**src/rtl/seg7_pkg.sv**
```systemverilog
// ---------------------------------------------------------------------------
// seg7_pkg
//
// Shared definitions for the seven-segment scan controller:
//   - scan_state_t : the two scan phases of every digit slot
//   - SEG_OFF      : active-low segment pattern with every segment dark
//   - HEX_GLYPHS   : active-high {g,f,e,d,c,b,a} glyphs for nibbles 0..F
//   - counter_width: $clog2 of a count, never narrower than one bit
// ---------------------------------------------------------------------------
package seg7_pkg;

  // BLANK keeps every anode off so the previous digit cannot ghost into the
  // next one; DRIVE lights the selected anode with its decoded glyph.
  typedef enum logic [0:0] {
    BLANK = 1'b0,
    DRIVE = 1'b1
  } scan_state_t;

  // All segments dark on the active-low segment bus.
  localparam logic [6:0] SEG_OFF = 7'h7F;

  // Bit order is {g,f,e,d,c,b,a}; letters use the usual A b C d E F shapes
  // so that B and D stay distinguishable from 8 and 0.
  localparam logic [6:0] HEX_GLYPHS [16] = '{
    7'h3F,  // 0
    7'h06,  // 1
    7'h5B,  // 2
    7'h4F,  // 3
    7'h66,  // 4
    7'h6D,  // 5
    7'h7D,  // 6
    7'h07,  // 7
    7'h7F,  // 8
    7'h6F,  // 9
    7'h77,  // A
    7'h7C,  // b
    7'h39,  // C
    7'h5E,  // d
    7'h79,  // E
    7'h71   // F
  };

  // A counter for a range of one value still needs a single bit so that
  // the register declarations never collapse to zero width.
  function automatic int counter_width(input int n);
    return (n > 1) ? $clog2(n) : 1;
  endfunction

endpackage

```
**src/rtl/seg7_scan_ctrl_hex_seg_decode.sv**
```systemverilog
// ---------------------------------------------------------------------------
// hex_seg_decode
//
// Purely combinational nibble-to-glyph decoder.
//
// Ports:
//   nibble  in  4  hex value to display
//   seg     out 7  active-high segments {g,f,e,d,c,b,a}
// ---------------------------------------------------------------------------
module hex_seg_decode
  import seg7_pkg::*;
(
  input  logic [3:0] nibble,
  output logic [6:0] seg
);

  // Table lookup keeps the glyph shapes in one place (the package) so the
  // decoder and any future users always agree on how each digit looks.
  always_comb begin
    seg = HEX_GLYPHS[nibble];
  end

endmodule

```
**src/rtl/seg7_scan_ctrl.sv**
```systemverilog
// ---------------------------------------------------------------------------
// seg7_scan_ctrl
//
// Time-multiplexed scan controller for a common-anode seven-segment display.
// Every digit owns one REFRESH_DIV-cycle slot per frame; the first
// BLANK_CYCLES of each slot keep all anodes off to stop ghosting. Display
// data is taken from shadow registers that only update at a frame boundary,
// so a frame never shows a mix of old and new values.
//
// Parameters:
//   N_DIGITS      number of scanned digits (1..8)
//   REFRESH_DIV   clock cycles per digit slot
//   BLANK_CYCLES  leading blank cycles per slot (1 <= BLANK_CYCLES < REFRESH_DIV)
//
// Ports:
//   clk         in   1           system clock
//   rst_n       in   1           synchronous active-low reset
//   digits      in   4*N_DIGITS  hex nibble per digit, digit i = [4i+3:4i]
//   digit_en    in   N_DIGITS    per-digit enable, 0 keeps the digit dark
//   dp          in   N_DIGITS    per-digit decimal point, active-high
//   load        in   1           request capture of digits/digit_en/dp
//   an          out  N_DIGITS    anode selects, active-low
//   seg         out  7           segments {g,f,e,d,c,b,a}, active-low
//   dp_n        out  1           decimal point, active-low
//   frame_done  out  1           one-cycle pulse when the scan wraps to digit 0
// ---------------------------------------------------------------------------
module seg7_scan_ctrl
  import seg7_pkg::*;
#(
  parameter int N_DIGITS     = 8,
  parameter int REFRESH_DIV  = 100_000,
  parameter int BLANK_CYCLES = 1_000
) (
  input  logic                    clk,
  input  logic                    rst_n,
  input  logic [4*N_DIGITS-1:0]   digits,
  input  logic [N_DIGITS-1:0]     digit_en,
  input  logic [N_DIGITS-1:0]     dp,
  input  logic                    load,
  output logic [N_DIGITS-1:0]     an,
  output logic [6:0]              seg,
  output logic                    dp_n,
  output logic                    frame_done
);

  localparam int CNT_W = counter_width(REFRESH_DIV);
  localparam int IDX_W = counter_width(N_DIGITS);

  localparam logic [CNT_W-1:0] CNT_LAST       = CNT_W'(REFRESH_DIV - 1);
  localparam logic [CNT_W-1:0] CNT_BLANK_LAST = CNT_W'(BLANK_CYCLES - 1);
  localparam logic [IDX_W-1:0] IDX_LAST       = IDX_W'(N_DIGITS - 1);

  // State encodings kept as plain constants so the register is a bare
  // logic vector, matching older blocks that probe it directly.
  localparam logic [0:0] ST_BLANK = BLANK;
  localparam logic [0:0] ST_DRIVE = DRIVE;

  logic [0:0]            state;
  logic [0:0]            state_next;
  logic [CNT_W-1:0]      slot_cnt;
  logic [IDX_W-1:0]      idx;
  logic                  pending;

  logic [4*N_DIGITS-1:0] shadow_digits;
  logic [N_DIGITS-1:0]   shadow_en;
  logic [N_DIGITS-1:0]   shadow_dp;

  logic                  slot_end;
  logic                  frame_end;
  logic                  capture;

  logic [3:0]            cur_nibble;
  logic                  cur_en;
  logic                  cur_dp;
  logic [N_DIGITS-1:0]   an_sel;
  logic [6:0]            glyph;

  assign slot_end  = (slot_cnt == CNT_LAST);
  assign frame_end = slot_end && (idx == IDX_LAST);

  // A load on the boundary cycle itself is honoured right away instead of
  // being parked in pending, so the new data shows in the very next frame.
  assign capture   = frame_end && (pending || load);

  // Slot phase: BLANK runs until the last blank cycle, then DRIVE holds
  // until the slot counter wraps back to zero.
  always_comb begin
    state_next = state;
    case (state)
      ST_BLANK: if (slot_cnt == CNT_BLANK_LAST) state_next = ST_DRIVE;
      ST_DRIVE: if (slot_end)                   state_next = ST_BLANK;
      default:                                  state_next = ST_BLANK;
    endcase
  end

  // Scan timing: slot counter, digit index and phase all advance together.
  // Disabled digits still take their full slot so brightness stays even.
  always_ff @(posedge clk) begin
    if (!rst_n) begin
      state    <= ST_BLANK;
      slot_cnt <= '0;
      idx      <= '0;
    end else begin
      state <= state_next;
      if (slot_end) begin
        slot_cnt <= '0;
        idx      <= (idx == IDX_LAST) ? '0 : idx + IDX_W'(1);
      end else begin
        slot_cnt <= slot_cnt + CNT_W'(1);
      end
    end
  end

  // Load bookkeeping: remember a request until the next frame boundary and
  // capture whatever is on the inputs at that boundary, so repeated strobes
  // simply mean the latest input values win.
  always_ff @(posedge clk) begin
    if (!rst_n) begin
      pending       <= 1'b0;
      shadow_digits <= '0;
      shadow_en     <= '0;
      shadow_dp     <= '0;
    end else begin
      if (frame_end) begin
        pending <= 1'b0;
      end else if (load) begin
        pending <= 1'b1;
      end
      if (capture) begin
        shadow_digits <= digits;
        shadow_en     <= digit_en;
        shadow_dp     <= dp;
      end
    end
  end

  // Select the current digit's shadow data and build its active-low anode
  // pattern. A compare-per-digit mux avoids index arithmetic that could run
  // past the vector when N_DIGITS is not a power of two.
  always_comb begin
    cur_nibble = 4'h0;
    cur_en     = 1'b0;
    cur_dp     = 1'b0;
    an_sel     = '1;
    for (int i = 0; i < N_DIGITS; i++) begin
      if (idx == IDX_W'(i)) begin
        cur_nibble = shadow_digits[4*i +: 4];
        cur_en     = shadow_en[i];
        cur_dp     = shadow_dp[i];
        an_sel[i]  = 1'b0;
      end
    end
  end

  hex_seg_decode u_decode (
    .nibble (cur_nibble),
    .seg    (glyph)
  );

  // Pin registers: every output comes straight from a flop so the display
  // never sees decode glitches. Outputs follow the scan phase one cycle
  // later, which is why the first lit digit appears one edge after the
  // phase counter enters DRIVE.
  always_ff @(posedge clk) begin
    if (!rst_n) begin
      an         <= '1;
      seg        <= SEG_OFF;
      dp_n       <= 1'b1;
      frame_done <= 1'b0;
    end else begin
      frame_done <= frame_end;
      if (state == ST_DRIVE) begin
        an   <= cur_en ? an_sel : '1;
        seg  <= ~glyph;
        dp_n <= ~cur_dp;
      end else begin
        an   <= '1;
        seg  <= SEG_OFF;
        dp_n <= 1'b1;
      end
    end
  end

endmodule

```
**config.mk**
```make
export PLATFORM = sky130hd
export DESIGN_NAME = seg7_scan_ctrl
export DESIGN_NICKNAME = d
export VERILOG_FILES = /design/src/rtl/seg7_pkg.sv /design/src/rtl/seg7_scan_ctrl_hex_seg_decode.sv /design/src/rtl/seg7_scan_ctrl.sv
export SDC_FILE = /design/constraint.sdc
export NUM_CORES = 1
export LEC_CHECK = 0
export CORE_MARGIN = 5
export CORE_UTILIZATION = 48
export DETAILED_ROUTE_END_ITERATION = 7
export GPL_TIMING_DRIVEN = 0
export HOLD_SLACK_MARGIN = 0.02
export PLACE_DENSITY_LB_ADDON = 0.15
export SKIP_CTS_REPAIR_TIMING = 1
export SLEW_MARGIN = 20
export SYNTH_ARGS = -nofsm -noshare
export SYNTH_HDL_FRONTEND = slang
export SYNTH_SLANG_ARGS = --single-unit
```
**constraint.sdc**
```tcl
create_clock -name clk -period 3.2 [get_ports clk]
set_clock_uncertainty 0.2 [all_clocks]
set_input_delay 0.8 -clock clk [delete_from_list [all_inputs] [get_ports clk]]
set_output_delay 0.8 -clock clk [all_outputs]
set_load 0.005 [all_outputs]
```
==> impl_metrics.toml <==
[placed_design]
dpl.hpwl_um = 7410
numPortBuffers = 67
gp_congestion = 0.849
dp_cells = 655
place_area_mm2 = 0.00489

[floorplanning]
io_pins = 68
dieArea_mm2 = 0.0105
die_h_um = 102
row_count = 33
start_util_pct = 49.5
dieWidth_um = 102
coreArea_mm2 = 0.00826

[finish]
nNetsFinal = 630
antenna_cells = 0
fin_cells = 674
area_growth_syn_to_layout_pct = 26.2
final_util_pct = 62.5
seq_area_mm2 = 0.00174
final_layout_size_suffix_gt1_share_pct = 9.31
fillers = 763
final_area_mm2 = 0.00516
multi_input_area_mm2 = 0.00217

[timing]
min_period_ps = 3020
hold_viol = 0
fmax_mhz = 331
fin_crit_sh_pct = 94.5
setup_violations = 0
final-max-slew-violation-count = 0
worstMarginPinSlew_ps = 522
rsz0062_at_grt = "no"
slew_headroom_pct = 65.2

[routing]
drtPass1Iterations = 5
drt-met1-wl_um = 4610
wl_met2_um = 4590
post_drt_wl_per_cell_um = 14.9
top_layer = "met4"
antenna_left = 0
routed-wl-met3_um = 684
initialDrtViolationCount = 133
wl_um = 10100
vias = 3645
viasPerCell = 5.41
drc = 0

[logic_synthesis]
ys_seq_elements = 87
ys.flop_type = "dfxtp_1"
syn_nets = 548
synth.distinct_cells = 57
postSynth.asyncResetShare_pct = 0
synth-edff-count = 0
synthesis.area_mm2 = 0.00409
syn_avg_cell_area_um2 = 8.46
synthCells = 483
yosysSeqAreaShare_pct = 42.6
synth_area_leaders = "dfxtp_1 43%, nand2_1 11%, a21boi_0 5.1%"
synth_top_area_share_pct = 42.6
ys_warn_count = 0
synth_top_area_cell = "dfxtp_1"

[clock_network]
clkLatencyLatePin_ps = 350
cts_sinks = 87
cts_buffers = 9
path_clk_slew_ps = 80
htree_levels = 3
clk_root_buffer_cell = "clkbuf_8"
cts_max_path_buffers = 2
cts_tree = "yes"

[global_route]
grt_pass1_wl_um = 16200
grt.total_usage_pct = 19.7
grt_pass1_vias = 3401
antenna_found_initial = 0
grt_overflow = 0
grt_max_degree = 14

[setup_path]
worst-setup-path-type = "flip-flop to flip-flop"
critPathSlowestCell = "dfxtp_2"
r2r_cells = 13
rr_startpoint = "idx[0]"
worstPathArrival_ps = 3050
reg2reg_slack_ps = 180
worstPathMaxFanout = 10
worstPathCellList = "inv_1 > ha_1 > buf_2 > clkbuf_4 > a21o_1 > o221a_2 > o22ai_1 > a21oi_2 > ha_1 > inv_1 > a21oi_1 > a2111oi_2 > a31oi_1"
required_ps = 3220
start_kind = "flip-flop"
endpoint_kind = "flip-flop"
slowest_delay_ps = 380
rr_endpoint = "seg[3]"

[worst_hold_path]
min_to = "an[7]"
hold_start = "shadow_en[7]"
hp-class = "flip-flop to flip-flop"
min_path_cells = 1

[pwr]
ir_worst_vdd_mv = 0.219
cellPowerDensity_mw_per_mm2 = 378
p_leak_nw = 1.93

[job]
cap_violations = 0

[outcome]
outcome = "finished clean"
-- cells in the final DEF (no fill, tap or decap), drive strengths merged, types with 7 or more instances in the layout --
cell           synthesis  final
mux2i                  7      7
xor2                  10     10
and3                   8      8
buf                   12     17
a21oi                  9      9
nand3                 15     15
nor2                  27     27
dfxtp                 87     87
clkdlybuf4s50          0     67
o21ai                 12     12
a21boi                48     48
ha                    14     14
clkbuf                18     29
inv                   12     12
nand2                122    122
-- kinds of logic (layout without fill, tap and decap cells) --
| logic type | after synthesis | after routing | synth area share (%) |
|---|---|---|---|
| and+or+nand+nor | 206 | 206 | 23.4 |
| DFF | 87 | 87 | 42.6 |
| muxes | 7 | 7 | 1.71 |
| AOI/OAI and AO/OA | 111 | 111 | 20.0 |
| buffers and inverters | 43 | 129 | 4.77 |
| xor gates and xnor gates | 15 | 15 | 3.21 |
| adders and majority gates | 14 | 14 | 4.29 |
-- synth_stat cells, types with 3 or more instances --
cell type,n
a211oi_1,3
clkbuf_1,18
mux2i_1,7
nor2_1,27
and3_1,8
buf_6,3
xnor2_1,5
nor2b_1,5
a21boi_0,28
nand3b_1,3
xor2_1,10
buf_2,9
nand3_1,15
nand2_1,121
and2_1,4
ha_1,14
a21o_1,5
a21oi_1,9
inv_1,12
o21ai_0,12
a31oi_1,4
dfxtp_1,87
o22ai_1,3
o221ai_1,3
nand2b_1,3
o31ai_1,4
a21boi_1,20
and3b_1,5
-- worst max-delay path, delay by kind of cell, from the launching register on --
family / cells / cell delay [ps]
DFF: 1 / 380
buffers and inverters: 4 / 560
AOI/OAI and AO/OA: 7 / 1300
adders and majority gates: 2 / 460
-- where the power goes --
group          switching [mW]  internal (mW)
Clock                   0.370          0.398
Sequential            0.00394           1.09
Combinational          0.0279         0.0677
-- registers in the layout (all words and copies together), names as in the netlist --
register	count
an	8
dp_n	1
frame_done	1
idx	3
pending	1
seg	7
shadow_digits	32
shadow_dp	8
shadow_en	8
slot_cnt	17
state	1
-- area by class of cell --
type / instances / area share (%)
inverters: 13 / 1.02
repair buffers: 71 / 13.6
multi-input cells: 353 / 42.1
well taps: 105 / 2.55
plain buffers: 30 / 3.15
clock inverters: 3 / 0.824
clock buffers: 12 / 3.01
flip-flops and latches: 87 / 33.8
-- per-stage QoR --
step                hold slack [ps]  power (mW)  setup slack (ps)  TNS (ps)
floorplan                       189        1.14               176         0
global placement                228        1.21              -505     -1200
detailed placement              220        1.21              -585     -1750
CTS                             234        1.97              -605     -1930
global route                    265        2.02              4.79         0
finish                          234        1.95               175         0
-- routing by layer --
layer | vias up | GRT usage (%)
met5 | - | 0
met1 | 1701 | 26.8
met4 | 0 | 6.56
li1 | 1817 | -
met3 | 14 | 3.75
met2 | 113 | 31.5
-- worst max-delay path by stage --
stage,from,end,slack [ps],depth (start not counted)
5_1_grt,idx[1],seg[3],5,13
3_5_place_dp,idx[2],seg[3],-580,14
2_1_floorplan,idx[2],seg[3],180,14
4_1_cts,idx[2],seg[3],-600,14
6_report,idx[0],seg[3],180,13
3_3_place_gp,idx[2],seg[3],-500,14
Note: power is estimated with default switching activity, not from simulation.
